## src/rtl/dispatch_stage.sv

```systemverilog
// dispatch_stage: registered two-slot in-order dispatch buffer.
// Holds one decoded instruction pair and steers each instruction to the
// lowest-index free reservation-station entry of its class (complex, simple,
// fp). The younger slot never overtakes a blocked older slot. A saturating
// counter records how many cycles the head instruction was blocked.
module dispatch_stage #(
    parameter int DATA_W = 76,
    parameter int N_RS   = 2,
    parameter int CNT_W  = 16
) (
    input  logic                     clk,
    input  logic                     rst,
    input  logic                     flush,
    input  logic                     in_valid,
    output logic                     in_ready,
    input  logic [DATA_W+1:0]        in_instA,
    input  logic [DATA_W+1:0]        in_instB,
    input  logic [N_RS-1:0]          complex_empty,
    input  logic [N_RS-1:0]          simple_empty,
    input  logic [N_RS-1:0]          fp_empty,
    output logic [N_RS*DATA_W-1:0]   complex_data,
    output logic [N_RS*DATA_W-1:0]   simple_data,
    output logic [N_RS*DATA_W-1:0]   fp_data,
    output logic [N_RS-1:0]          complex_valid,
    output logic [N_RS-1:0]          simple_valid,
    output logic [N_RS-1:0]          fp_valid,
    output logic                     rs_full_A,
    output logic                     rs_full_B,
    output logic [CNT_W-1:0]         stall_cnt
);

    localparam int IW = DATA_W + 2;

    localparam logic [1:0] T_BUB = 2'b00;
    localparam logic [1:0] T_CPX = 2'b01;
    localparam logic [1:0] T_FP  = 2'b10;
    localparam logic [1:0] T_SMP = 2'b11;

    // Free-entry mask of the class an instruction type belongs to.
    function automatic logic [N_RS-1:0] f_class_mask(
        input logic [1:0]      t,
        input logic [N_RS-1:0] ce,
        input logic [N_RS-1:0] se,
        input logic [N_RS-1:0] fe
    );
        logic [N_RS-1:0] m;
        case (t)
            T_CPX:   m = ce;
            T_FP:    m = fe;
            T_SMP:   m = se;
            default: m = '0;
        endcase
        return m;
    endfunction

    // One-hot of the lowest set bit; zero when nothing is free.
    function automatic logic [N_RS-1:0] f_lowest(input logic [N_RS-1:0] mask);
        logic [N_RS-1:0] r;
        r = '0;
        for (int i = N_RS - 1; i >= 0; i--) begin
            if (mask[i]) begin
                r    = '0;
                r[i] = 1'b1;
            end
        end
        return r;
    endfunction

    // Entries of class cls strobed by a slot that fires with type t.
    function automatic logic [N_RS-1:0] f_own(
        input logic            en,
        input logic [1:0]      t,
        input logic [1:0]      cls,
        input logic [N_RS-1:0] pick
    );
        return (en && (t == cls)) ? pick : '0;
    endfunction

    // Counter increment that sticks at all ones.
    function automatic logic [CNT_W-1:0] f_sat_inc(input logic [CNT_W-1:0] c);
        return (&c) ? c : c + CNT_W'(1);
    endfunction

    // Slot state: valid bits are control (reset), instruction words are data.
    logic            r_v0;
    logic            r_v1;
    logic [IW-1:0]   r_inst0;
    logic [IW-1:0]   r_inst1;
    logic [CNT_W-1:0] r_cnt;

    logic [1:0]        w_t0;
    logic [1:0]        w_t1;
    logic [DATA_W-1:0] w_p0;
    logic [DATA_W-1:0] w_p1;

    logic [N_RS-1:0] w_pick0;
    logic [N_RS-1:0] w_pick1;
    logic [N_RS-1:0] w_excl;
    logic            w_go0;
    logic            w_go1;
    logic            w_str0;
    logic            w_str1;
    logic            w_acc;

    logic [N_RS-1:0] w_c0, w_c1, w_s0, w_s1, w_f0, w_f1;

    logic            w_v0_n;
    logic            w_v1_n;
    logic [IW-1:0]   w_i0_n;
    logic [IW-1:0]   w_i1_n;

    logic            w_a_nb;
    logic            w_b_nb;

    assign w_t0 = r_inst0[1:0];
    assign w_t1 = r_inst1[1:0];
    assign w_p0 = r_inst0[IW-1:2];
    assign w_p1 = r_inst1[IW-1:2];

    assign w_a_nb = (in_instA[1:0] != T_BUB);
    assign w_b_nb = (in_instB[1:0] != T_BUB);

    // Allocate entries: slot0 first, slot1 from what slot0 left over.
    always_comb begin
        w_pick0 = f_lowest(f_class_mask(w_t0, complex_empty, simple_empty, fp_empty));
        w_excl  = (r_v0 && (w_t1 == w_t0)) ? w_pick0 : '0;
        w_pick1 = f_lowest(f_class_mask(w_t1, complex_empty, simple_empty, fp_empty) & ~w_excl);
    end

    // Slot1 may only go when the older slot is gone or goes with it.
    assign w_go0  = r_v0 && (|w_pick0);
    assign w_go1  = r_v1 && (|w_pick1) && (!r_v0 || w_go0);
    assign w_str0 = w_go0 && !flush;
    assign w_str1 = w_go1 && !flush;

    assign rs_full_A = r_v0 && !w_go0;
    assign rs_full_B = r_v1 && !w_go1;
    assign in_ready  = !flush && (!r_v0 || w_go0) && (!r_v1 || w_go1);
    assign w_acc     = in_valid && in_ready;
    assign stall_cnt = r_cnt;

    assign w_c0 = f_own(w_str0, w_t0, T_CPX, w_pick0);
    assign w_c1 = f_own(w_str1, w_t1, T_CPX, w_pick1);
    assign w_s0 = f_own(w_str0, w_t0, T_SMP, w_pick0);
    assign w_s1 = f_own(w_str1, w_t1, T_SMP, w_pick1);
    assign w_f0 = f_own(w_str0, w_t0, T_FP,  w_pick0);
    assign w_f1 = f_own(w_str1, w_t1, T_FP,  w_pick1);

    assign complex_valid = w_c0 | w_c1;
    assign simple_valid  = w_s0 | w_s1;
    assign fp_valid      = w_f0 | w_f1;

    // Route payloads onto strobed lanes; unstrobed lanes stay zero.
    always_comb begin
        complex_data = '0;
        simple_data  = '0;
        fp_data      = '0;
        for (int i = 0; i < N_RS; i++) begin
            if (w_c0[i])      complex_data[i*DATA_W +: DATA_W] = w_p0;
            else if (w_c1[i]) complex_data[i*DATA_W +: DATA_W] = w_p1;
            if (w_s0[i])      simple_data[i*DATA_W +: DATA_W]  = w_p0;
            else if (w_s1[i]) simple_data[i*DATA_W +: DATA_W]  = w_p1;
            if (w_f0[i])      fp_data[i*DATA_W +: DATA_W]      = w_p0;
            else if (w_f1[i]) fp_data[i*DATA_W +: DATA_W]      = w_p1;
        end
    end

    // Next buffer contents: flush, load (bubbles dropped), shift or drain.
    always_comb begin
        w_v0_n = r_v0;
        w_v1_n = r_v1;
        w_i0_n = r_inst0;
        w_i1_n = r_inst1;
        if (flush) begin
            w_v0_n = 1'b0;
            w_v1_n = 1'b0;
        end else if (w_acc) begin
            if (w_a_nb && w_b_nb) begin
                w_i0_n = in_instA;
                w_i1_n = in_instB;
                w_v0_n = 1'b1;
                w_v1_n = 1'b1;
            end else if (w_a_nb) begin
                w_i0_n = in_instA;
                w_v0_n = 1'b1;
                w_v1_n = 1'b0;
            end else if (w_b_nb) begin
                w_i0_n = in_instB;
                w_v0_n = 1'b1;
                w_v1_n = 1'b0;
            end else begin
                w_v0_n = 1'b0;
                w_v1_n = 1'b0;
            end
        end else if (w_go0 && r_v1 && !w_go1) begin
            w_i0_n = r_inst1;
            w_v0_n = 1'b1;
            w_v1_n = 1'b0;
        end else if ((!r_v0 || w_go0) && (!r_v1 || w_go1)) begin
            w_v0_n = 1'b0;
            w_v1_n = 1'b0;
        end
    end

    // Slot valid bits; reset drops any in-flight instructions at once.
    always_ff @(posedge clk or posedge rst) begin
        if (rst) begin
            r_v0 <= 1'b0;
            r_v1 <= 1'b0;
        end else begin
            r_v0 <= w_v0_n;
            r_v1 <= w_v1_n;
        end
    end

    // Instruction words; only meaningful while the matching valid bit is set.
    always_ff @(posedge clk) begin
        r_inst0 <= w_i0_n;
        r_inst1 <= w_i1_n;
    end

    // Count head-blocked cycles, ignoring flush cycles; kept across flush.
    always_ff @(posedge clk or posedge rst) begin
        if (rst) begin
            r_cnt <= '0;
        end else if (rs_full_A && !flush) begin
            r_cnt <= f_sat_inc(r_cnt);
        end
    end

endmodule

```

## config.mk

```make
export PLATFORM = sky130hd
export DESIGN_NAME = dispatch_stage
export DESIGN_NICKNAME = d
export VERILOG_FILES = /design/src/rtl/dispatch_stage.sv
export SDC_FILE = /design/constraint.sdc
export NUM_CORES = 1
export LEC_CHECK = 0
export CAP_MARGIN = 20
export CORE_AREA = 10 10 243 245
export DETAILED_ROUTE_END_ITERATION = 6
export DIE_AREA = 0 0 253 255
export SLEW_MARGIN = 20
export SYNTH_ARGS = -nofsm -noshare
export SYNTH_HDL_FRONTEND = slang
export SYNTH_SLANG_ARGS = --single-unit
```

## constraint.sdc

```tcl
create_clock -name clk -period 7.35 [get_ports clk]
set_input_delay 1.47 -clock clk [delete_from_list [all_inputs] [get_ports clk]]
set_output_delay 1.47 -clock clk [all_outputs]
set_load 0.02 [all_outputs]
```

# == Word-level counts from Yosys, hierarchy flattened ==
# Cells that the tools add are included.
# totals
ff_bits,174
input_bits,166
output_inout_bits,481
wordCells,101
# op_classes
add_sub_neg,1
eq_ne,8
mux,41
bitwise,7
n_reduce_logical,39
# ops
cell,count
2-to-1 mux 76 bit,12
2-to-1 mux 78 bit,5
logical AND 1 bit,22
2-to-1 mux 2 bit,11
"adder 16 x 1 -> 16 bit, second input constant",1
AND reduction 16 bit,1
case mux 2 bit (3 select lines),2
2-to-1 mux 1 bit,11
"== test 2 bit, second input constant",4
bitwise OR 2 bit,3
AND reduction 3 bit,2
nonzero test 2 bit,3
zero test 1 bit,5
"== test 2 x 1 -> 1 bit, second input constant",2
"inequality test 4 x 1 -> 1 bit, second input constant",1
nonzero test 4 bit,1
OR reduction 2 bit,2
AND 2 bit,1
== test 2 bit,1
logical OR 1 bit,2
NOT 1 bit,2
NOT 2 bit,1
AND reduction 2 bit,1

# == Depth between registers and ports, before layout ==
# Gate-level depths: netlist (run 1).
# depth
word_depth,18
mapped_depth,9
ltp_nobuf,6

# == Least setup slack after synthesis (run 1) ==
# No wires, ideal clock.
# synth_timing
path_kind,in2reg
start,input simple_empty[0]
end,"register r_inst0[0], enable pin"
setup_time_ns,0.622
arrival_time_ns,8.517
required_time_ns,6.728
setup_slack_ns,-1.789
cell_stages,6
path_buffers,0
path_cell_list,mux2_2 a22o_1 a21boi_2 o32ai_2 or4b_2 o21ai_0
# synth_between
elab_chain_len,15
elab_cells_between_ends,24
cone_classes,1 x eq/ne; 6 x mux; 2 x bitwise; 15 x reduce/logical
# synth_rtl
element,line_no,text
start: declaration,19,"input logic [N_RS-1:0] simple_empty,"
case mux 2 bit (3 select lines),47,case (t)
2-to-1 mux 2 bit,61,if (mask[i]) begin
2-to-1 mux 2 bit,126,w_excl = (r_v0 && (w_t1 == w_t0)) ? w_pick0 : '0;
NOT 2 bit,127,"w_pick1 = f_lowest(f_class_mask(w_t1, complex_empty, simple_empty, fp_empty) & ~w_excl);"
AND 2 bit,127,
2-to-1 mux 2 bit (2 in series),61,
OR reduction 2 bit,132,assign w_go1 = r_v1 && (|w_pick1) && (!r_v0 || w_go0);
logical AND 1 bit (2 in series),132,
logical OR 1 bit,138,assign in_ready = !flush && (!r_v0 || w_go0) && (!r_v1 || w_go1);
logical AND 1 bit,138,
logical AND 1 bit,139,assign w_acc = in_valid && in_ready;
inequality test 4 x 1 -> 1 bit (no line) / nonzero test 2 bit (equally long branches),-,
AND reduction 3 bit (no line) (*),-,
end signal: assignment,218,r_inst0 <= w_i0_n;
end: declaration,87,logic [IW-1:0] r_inst0;
# Every way passes the cells marked *; elsewhere a longest branch is shown, timed or not.
# A chain may end at the register's enable or synchronous reset.

# == Final worst setup path (run 1) ==
# layout_timing
start,input complex_empty[0]
end,output fp_data[122]
# layout_between
elab_chain_len,15
elab_cells_between_ends,22
cone_classes,10 x mux; 2 x bitwise; 10 x reduce/logical
# layout_rtl
element,line_no,text
start: declaration,18,"input logic [N_RS-1:0] complex_empty,"
case mux 2 bit (3 select lines),47,
2-to-1 mux 2 bit,61,
2-to-1 mux 2 bit,126,
NOT 2 bit,127,
AND 2 bit,127,
2-to-1 mux 2 bit (2 in series),61,
OR reduction 2 bit,132,
logical AND 1 bit (2 in series),132,
logical AND 1 bit,134,assign w_str1 = w_go1 && !flush;
logical AND 1 bit,76,return (en && (t == cls)) ? pick : '0;
2-to-1 mux 2 bit,76,
2-to-1 mux 76 bit,164,else if (w_f1[i]) fp_data[i*DATA_W +: DATA_W] = w_p1;
2-to-1 mux 76 bit (*),163,if (w_f0[i]) fp_data[i*DATA_W +: DATA_W] = w_p0;
end: declaration,23,"output logic [N_RS*DATA_W-1:0] fp_data,"
# Marks and branches as above.

==> out/results.txt, run 1 <==
P_sw = 719 µW
Peak supply drop = 163 µV
CP arrival = 4.84 ns
Root Driver = clkbuf_16
Synth top area cells = edfxtp_1 38%, a22o_1 33%, mux2_2 13%
Vias/cell = 5.49
Dpl ws = 1.10 ns
Least-Margin Pin Slew = 0.793 ns
Synth top cells by count = 457 x a22o_1, 156 x edfxtp_1, 137 x mux2_2, 76 x clkbuf_1, 35 x buf_2
Vias in the first global route = 13,000
IO Port Bufs = 646
Status = finished clean
Unrepaired setup endpoints after global routing = false
Pin count of the biggest net entering global routing = 78
CTS max path bufs = 2
Internal Pwr Total = 1950 µW
Worst hold margin = 0.517 ns
Final GP Congestion = 0.834
Top cell type's share of synthesized area = 38.3%
Clock Skew = 0.0154 ns
Fin. Hold Viols = 0
Nets@finish = 1,787
Element type at the critical path end = primary output
I/O pins = 647
Final ANT Viol Nets = 0
Achievable Freq = 159 MHz
Core ar. = 0.0544 mm²
All-Layer GR Usage = 19.5%
Clock Latency Late Sink = 0.49 ns
Worst Path Required = 5.88 ns
TritonRoute pass-1 iters = 5
Yosys reg bits = 174
Critical Path, Cell by Cell = clkdlybuf4s50_1, nor2b_1, a22o_1, and2_1, o2111ai_1, nor3_4, buf_4, a22o_1, clkdlybuf4s50_1
Worst hold path class = flip-flop to flip-flop
Synthesized area per cell = 11.8 µm²
TNS Setup = 0 ns
Leakage = 0.00687 µW
Die area = 0.0645 mm²
Clock power share = 36.7%
Cells on worst reg2reg path = 7
Die width = 253 µm
Reg2Reg Setup Slack = 3.58 ns
Yosys warnings = 0
Reg-to-Reg End = r_inst0[5]$_DFFE_PP_
Cell area power density = 133 mW/mm²
Syn_nets = 1,206
CP peak stage delay = 0.62 ns
Ys flop type = edfxtp_1
WP depth = 9
Starting DRT DRC Count = 843
Worst Path Buf+Inv = 3
Final Critical Period = 6.31 ns
Worst-path clk slew = 0.07 ns
Residual DRC = 0
Fraction of registers with async set or reset after synthesis = 10.3%
Synth unique cells = 46
CP Capture Point = fp_data[122]
Period utilization = 85.8%
Crit path max-delay family = buffers and inverters
Starting Density = 22.5%
Max Cap Viol = 0
Worst Min Path Start = stall_cnt[11]$_DFFE_PP0P_
Congestion Overflow GR = 0
Area leader, netlist = edfxtp_1
DR WL/cell = 28.4 µm
Final setup fails = 0
Area grow syn2layout = 64.2%
Worst-path fanout max = 42
Post-route insts no fill = 2,342
Net Sw Frac = 27.0%
Post-CTS setup buffers = 0
Initial antenna violation count = 7
Die Y = 255 µm
Synth Cell Area = 0.0122 mm²
Synth Instances = 1,039
CTS Hold Bufs = 0
Placed Instances = 2,304
TritonCTS Buffers = 17
First-pass GRT wire length = 93,600 µm
Post-cts gate resize count = 0
Clock Sinks = 174
Comb power frac = 16.3%
Final Power = 2660 µW
Most common cell in the netlist = a22o_1
Final Max Slew Viols = 0
Slowest CP cell = clkdlybuf4s50_1
H-tree levels = 4
Worst rel slew slack = 46.7%
Via count = 12,900
DP HPWL = 49,200 µm
Worst reg2reg startpoint = r_inst0[0]$_DFFE_PP_
Post-synth EDFFs = 156
Site Rows = 86
Crit. Startpoint = complex_empty[0]
Flop pwr share = 47.0%
Share of layout cells above drive strength 1 = 13.6%
Startpoint types = input pin
CTS tree = yes
Sequential share of the synthesized area = 42.0%
Critical path class = input pin to primary output
PnR worst setup slack = 1.04 ns
Final wirelength = 66,500 µm
-- metrics by stage --
step / util (%) / instance area [µm²]
detailed placement: 35.7 / 19500
floorplan: - / 12200
global route: 36.9 / 20100
finish: 36.9 / 20100
CTS: 36.9 / 20100
global placement: 35.7 / 19500
-- routing by layer --
layer	GRT usage [%]	routed length [µm]	vias to the layer above	part of all wire, %
li1	-	-	5502	-
met1	22.1	25200	6410	38
met2	32.3	31600	812	47
met3	7.34	7350	135	11
met4	8.40	2330	10	3.5
met5	0	63	-	0.095
-- how the worst min path moves through the flow --
stage                                            to  cells past startpoint
final                     stall_cnt[11]$_DFFE_PP0P_                      1
after floorplan           stall_cnt[13]$_DFFE_PP0P_                      1
after detailed placement  stall_cnt[11]$_DFFE_PP0P_                      1
after global routing      stall_cnt[11]$_DFFE_PP0P_                      1
after CTS                 stall_cnt[11]$_DFFE_PP0P_                      1
after global placement    stall_cnt[11]$_DFFE_PP0P_                      1
-- worst register-to-register path: cells and delay by family, from the launching register on --
family | cells | cell delay, ns
multiplexers | 1 | 0.41
AO/OA/AOI/OAI | 4 | 0.94
flip-flops | 1 | 0.66
buffers and inverters | 1 | 0.54
AND/OR/NAND/NOR | 1 | 0.77
-- cells by family (layout without fill, tap and decap cells) --
group,count (synthesis),in the layout,share of synthesized area [%]
AOI/OAI and AO/OA,476,476,33.8
DFF,174,174,42.0
muxes,163,163,14.9
buffers and inverters,128,722,4.53
and+or+nand+nor,82,82,3.59
xor gates and xnor gates,15,15,1.07
adders and majority gates,1,1,0.102
other,0,5,0
-- placed cells by master, fill, tap and decap left out, types with 5 or more instances in the layout --
cell type / instances
buf_4: 30
diode_2: 5
nor2_1: 9
mux2i_1: 7
clkbuf_16: 17
xnor2_1: 11
dfrtp_1: 18
nand3_1: 11
nand2_1: 18
nor2_4: 8
clkdlybuf4s50_1: 646
nor3_1: 6
inv_1: 10
mux2_2: 137
mux2_1: 18
a22o_1: 457
edfxtp_1: 156
-- state kept, by name, summed over array words and instances, names as in the netlist --
register / flops
r_v1: 1
r_inst1: 78
r_v0: 1
stall_cnt: 16
r_inst0: 78
-- final cells by class --
type	instances	area [µm²]
clock buffers	20	437
multi-input cells	737	6660
flip-flops and latches	174	5130
well taps	704	881
inverters	10	37.5
clock inverters	12	169
fillers	5307	34300
diodes	5	12.5
repair buffers	680	6770
-- power groups by stage --
stage	clock network [µW]	logic [µW]	registers, µW
floorplan	0	207	1240
CTS	1020	438	1250
global route	1040	463	1260
global placement	0	430	1270
detailed placement	0	437	1270
finish	978	433	1250
No activity file was read; power rests on OpenSTA's default activity.
==> run 2, diff against run 1 <==
- clock period: 7.35 -> 6.03 ns (I/O delays scaled with it)
==> out/results.txt, run 2 (synthesis results as in run 1) <==
Worst rel slew slack = 37.2% (-9.5 points)
Root Driver = clkbuf_16
Congestion Overflow GR = 0 (unchanged)
Leakage = 0.00689 µW (+0.33%)
Comb power frac = 16.3% (about the same)
Worst-path fanout max = 36 (-14%)
Dpl ws = 0.255 ns (-0.842 ns)
Net Sw Frac = 27.7% (+0.73 points)
Crit path max-delay family = buffers and inverters
Share of layout cells above drive strength 1 = 13.6% (+0.033 points)
Flop pwr share = 46.9% (about the same)
Final setup fails = 0 (unchanged)
DP HPWL = 48,400 µm (-1.6%)
Post-cts gate resize count = 0 (unchanged)
Leading cell type in the layout, fill and taps excluded = clkdlybuf4s50_1
Site Rows = 86 (unchanged)
CP arrival = 4.55 ns (-0.29 ns)
Post-Place Cell Area = 0.0196 mm² (+0.46%)
GR met2 Demand/Resource = 31.8% (-0.53 points)
PnR worst setup slack = 0.271 ns (-0.772 ns)
Area grow syn2layout = 64.9%
Worst Path Buf+Inv = 3 (unchanged)
TNS Setup = 0 ns (unchanged)
Final ANT Viol Nets = 0 (unchanged)
Initial antenna violation count = 6 (-1)
Unrepaired setup endpoints after global routing = false
Clock power share = 36.9% (+0.2 points)
Final Power = 3250 µW (+22%)
Final instance area = 0.0202 mm² (+0.46%)
Pin count of the biggest net entering global routing = 77 (-1.3%)
Peak supply drop = 218 µV (+33%)
Clock Skew = 0.00895 ns (-0.00642 ns)
Via count = 12,900 (+0.37%)
Worst hold path class = flip-flop to flip-flop
Post-CTS setup buffers = 0 (unchanged)
Starting DRT DRC Count = 942 (+12%)
DR WL/cell = 28.0 µm (-1.3%)
Final wirelength = 65,500 µm (-1.5%)
Vias/cell = 5.53 (+0.59%)
TritonRoute pass-1 iters = 7 (+2)
Worst Path Required = 4.82 ns (-1.06 ns)
Least-Margin Pin Slew = 0.940 ns (+0.148 ns)
Achievable Freq = 174 MHz
H-tree levels = 4 (unchanged)
Critical Path, Cell by Cell = clkdlybuf4s50_1, mux2_2, a22o_1, and2_1, o2111ai_1, nor3_4, buf_4, a22o_1, clkdlybuf4s50_1
M1 GR Usage = 20.7% (-1.4 points)
Slowest CP cell = clkdlybuf4s50_1
Die area = 0.0645 mm² (unchanged)
Vias in the first global route = 12,800 (-1.5%)
Final Max Slew Viols = 0 (unchanged)
Cell area power density = 161 mW/mm² (+21%)
All-Layer GR Usage = 19.0% (-0.48 points)
Met3 GRT Util = 7.65% (+0.31 points)
Clock Sinks = 174 (unchanged)
Commonest cells after routing, fill and taps aside = 646 x clkdlybuf4s50_1, 457 x a22o_1, 156 x edfxtp_1, 137 x mux2_2, 20 x clkbuf_16
Fin. Hold Viols = 0 (unchanged)
First-pass GRT wire length = 91,200 µm (-2.6%)
P_sw = 902 µW (+25%)
Element type at the critical path end = primary output
GRT busiest layer = met2
TritonCTS Buffers = 17 (unchanged)
CTS max path bufs = 2 (unchanged)
Die Y = 255 µm (unchanged)
Starting Density = 22.5% (unchanged)
IO Port Bufs = 646 (unchanged)
Critical path class = input pin to primary output
Die width = 253 µm (unchanged)
Core ar. = 0.0544 mm² (unchanged)
I/O pins = 647 (unchanged)
CP peak stage delay = 0.66 ns (+0.04 ns)
Worst-path clk slew = 0.07 ns (about the same)
Startpoint types = input pin
Worst hold margin = 0.506 ns (-0.0112 ns)
Nets@finish = 1,783 (-0.22%)
Max Cap Viol = 0 (unchanged)
CTS Hold Bufs = 0 (unchanged)
Period utilization = 95.5%
Final Critical Period = 5.76 ns
Internal Pwr Total = 2350 µW (+21%)
Fill cell count = 5,241 (-1.2%)
Clock Latency Late Sink = 0.48 ns (about the same)
CTS tree = yes
Final GP Congestion = 0.832 (-0.22%)
Residual DRC = 0 (unchanged)
Status = finished clean
[run 2: cell count changes in the layout (fill, tap and decap cells not counted), sizes merged]
cell and delta:
clkbuf +2, diode -1, bufinv -3, clkinv -3, clkinvlp -2, inv +6, buf -4
[run 2: final cells by class]
cell class | count | area [µm²] | share of cell area (%)
Multi-Input combinational cell | 737 | 6660 | 33.0
Antenna cell | 4 | 10.0 | 0.0496
Timing Repair Buffer | 676 | 6840 | 33.9
Sequential cell | 174 | 5130 | 25.4
Tap cell | 704 | 881 | 4.36
Clock inverter | 10 | 113 | 0.558
Clock buffer | 22 | 518 | 2.57
Inverter | 10 | 37.5 | 0.186
[run 2: through the flow]
step	util (%)	cells
4_1_cts	37.1	2333
6_report	37.1	2337
3_5_place_dp	35.9	2301
3_3_place_gp	35.9	2301
5_1_grt	37.1	2333
2_1_floorplan	-	1039
[run 2: power groups by stage]
stage	clock (µW)	sequential, µW	combinational [µW]
after floorplan	0	1510	253
after global placement	0	1540	526
after detailed placement	0	1540	532
final	1200	1520	529
after CTS	1240	1520	534
after global routing	1280	1530	561
[run 2: worst paths after layout]
kind                            slack, ns  cells after the start                   endpoint                       from
worst max-delay path                 0.27                      9               fp_data[109]                fp_empty[0]
worst min-delay path                 0.51                      1  stall_cnt[13]$_DFFE_PP0P_  stall_cnt[13]$_DFFE_PP0P_
worst max register to register       2.27                      7      r_inst0[55]$_DFFE_PP_       r_inst0[0]$_DFFE_PP_
worst min register to register       0.51                      1  stall_cnt[13]$_DFFE_PP0P_  stall_cnt[13]$_DFFE_PP0P_
max in group asynchronous            4.40                      2           r_v0$_DFFE_PP0P_                        rst
min in group asynchronous            1.15                      2   stall_cnt[0]$_DFFE_PP0P_                        rst
[run 2: per-layer routing]
layer / up-vias / part of all wire, %
met3: 150 / 12
met1: 6389 / 36
met4: 10 / 3.8
met5: - / 0.095
met2: 868 / 48
li1: 5500 / -
==> run 3, diff against run 2 <==
- RECOVER_POWER: default -> 50
==> out/results.txt, run 3 (synthesis results as in run 1) <==
Status = finished with violations
Failing checks = capacitance limit, slew limit
Final wirelength = 65,500 µm (about the same)
Fin. Hold Viols = 0 (unchanged)
Fill cell count = 5,259 (+0.34%)
Clock Sinks = 174 (unchanged)
Congestion Overflow GR = 0 (unchanged)
Worst Path Required = 4.82 ns (about the same)
Commonest cells after routing, fill and taps aside = 505 x clkdlybuf4s50_1, 457 x a22o_1, 156 x edfxtp_1, 141 x dlygate4sd3_1, 134 x mux2_2
Pin count of the biggest net entering global routing = 77 (unchanged)
Max Cap Viol = 2 (+2)
Area grow syn2layout = 64.7%
Die area = 0.0645 mm² (unchanged)
Critical path class = input pin to primary output
Final GP Congestion = 0.832 (unchanged)
Least-Margin Pin Slew = 2.27 ns (+1.33 ns)
CP arrival = 4.62 ns (+0.07 ns)
Cell area power density = 161 mW/mm² (-0.31%)
Vias/cell = 5.52 (-0.11%)
Root Driver = clkbuf_16
DP HPWL = 48,400 µm (unchanged)
Initial antenna violation count = 25 (+19)
CTS tree = yes
Starting Density = 22.5% (unchanged)
Share of layout cells above drive strength 1 = 13.0% (-0.61 points)
Placed Instances = 2,301 (unchanged)
Period utilization = 96.6% (+1.1 points)
All-Layer GR Usage = 19.0% (unchanged)
CTS Hold Bufs = 0 (unchanged)
Unrepaired setup endpoints after global routing = false
Worst hold path class = flip-flop to flip-flop
Leakage = 0.00710 µW (+3.0%)
Post-CTS setup buffers = 0 (unchanged)
TNS Setup = 0 ns (unchanged)
Final ANT Viol Nets = 0 (unchanged)
Vias in the first global route = 12,800 (unchanged)
Achievable Freq = 172 MHz (-1.1%)
Leading cell type in the layout, fill and taps excluded = clkdlybuf4s50_1
Die width = 253 µm (unchanged)
IO Port Bufs = 646 (unchanged)
Post-cts gate resize count = 0 (unchanged)
TritonRoute pass-1 iters = 5 (-2)
Worst-path clk slew = 0.08 ns (about the same)
Via count = 13,000 (+0.40%)
CTS max path bufs = 2 (unchanged)
First-pass GRT wire length = 91,200 µm (unchanged)
Worst rel slew slack = -51.2% (-88 points)
Multi-input logic area = 0.00661 mm² (-0.62%)
Post-route insts no fill = 2,349 (+0.51%)
Nets@finish = 1,783 (unchanged)
Register area = 0.00513 mm² (unchanged)
Clock Skew = 0.00912 ns (+0.000168 ns)
Die Y = 255 µm (unchanged)
Clock Latency Late Sink = 0.48 ns (about the same)
Site Rows = 86 (unchanged)
H-tree levels = 4 (unchanged)
Element type at the critical path end = primary output
Core ar. = 0.0544 mm² (unchanged)
Final setup fails = 0 (unchanged)
DR WL/cell = 27.9 µm (-0.54%)
Starting DRT DRC Count = 888 (-5.7%)
Peak supply drop = 219 µV (+0.68%)
Worst-path fanout max = 40 (+11%)
Startpoint types = input pin
I/O pins = 647 (unchanged)
Residual DRC = 0 (unchanged)
Final Critical Period = 5.82 ns (+0.0643 ns)
Final Max Slew Viols = 74 (+74)
TritonCTS Buffers = 17 (unchanged)
## run 3: worst paths after layout
kind,end,start,slack (ns),depth (start not counted)
worst max-delay path,simple_data[80],fp_empty[0],0.21,9
worst min-delay path,stall_cnt[13]$_DFFE_PP0P_,stall_cnt[13]$_DFFE_PP0P_,0.50,1
worst max register to register,r_inst0[42]$_DFFE_PP_,r_inst0[0]$_DFFE_PP_,1.02,7
worst min register to register,stall_cnt[13]$_DFFE_PP0P_,stall_cnt[13]$_DFFE_PP0P_,0.50,1
max in group asynchronous,r_v0$_DFFE_PP0P_,rst,4.26,2
min in group asynchronous,stall_cnt[0]$_DFFE_PP0P_,rst,1.29,2
## run 3: final cells by class
| class | count | share of cell area, % |
|---|---|---|
| timing repair buffer | 676 | 33.8 |
| inverter | 10 | 0.186 |
| antenna | 16 | 0.199 |
| sequential | 174 | 25.5 |
| multi-input combinational | 737 | 32.8 |
| tap | 704 | 4.37 |
| clock inverter | 10 | 0.559 |
| clock buffer | 22 | 2.57 |
## run 3: per-stage QoR
step	instance area [µm²]	power (µW)	hold WS, ns	utilization [%]	setup slack [ns]
after floorplan	12200	1760	0.594	-	0.734
after global placement	19600	2070	0.490	35.9	0.268
after detailed placement	19600	2080	0.495	35.9	0.255
after CTS	20200	3300	0.516	37.1	0.246
after global routing	20100	3360	0.534	37.0	0.0420
final	20200	3240	0.501	37.0	0.207
## run 3: critical path: stages
cell	delay (ns)
dlygate4sd3_1	0.63
mux2_2	0.31
a22o_1	0.30
and2_1	0.16
o2111ai_1	0.65
nor2_4	0.03
buf_4	0.29
a22o_1	0.34
clkdlybuf4s50_1	0.63
## run 3: metal layers
| metal | up-vias | wire length, µm | global-route usage [%] |
|---|---|---|---|
| met3 | 158 | 7830 | 7.65 |
| met2 | 926 | 31200 | 31.8 |
| li1 | 5518 | - | - |
| met4 | 16 | 2470 | 9.19 |
| met5 | - | 98 | 0 |
| met1 | 6351 | 23900 | 20.7 |
## run 3: power by group
part,switching [µW],total (µW),leakage [µW],internal (µW)
sequential,124,1530,0.00168,1400
combinational,242,510,0.00511,268
clock,536,1200,0.000308,666
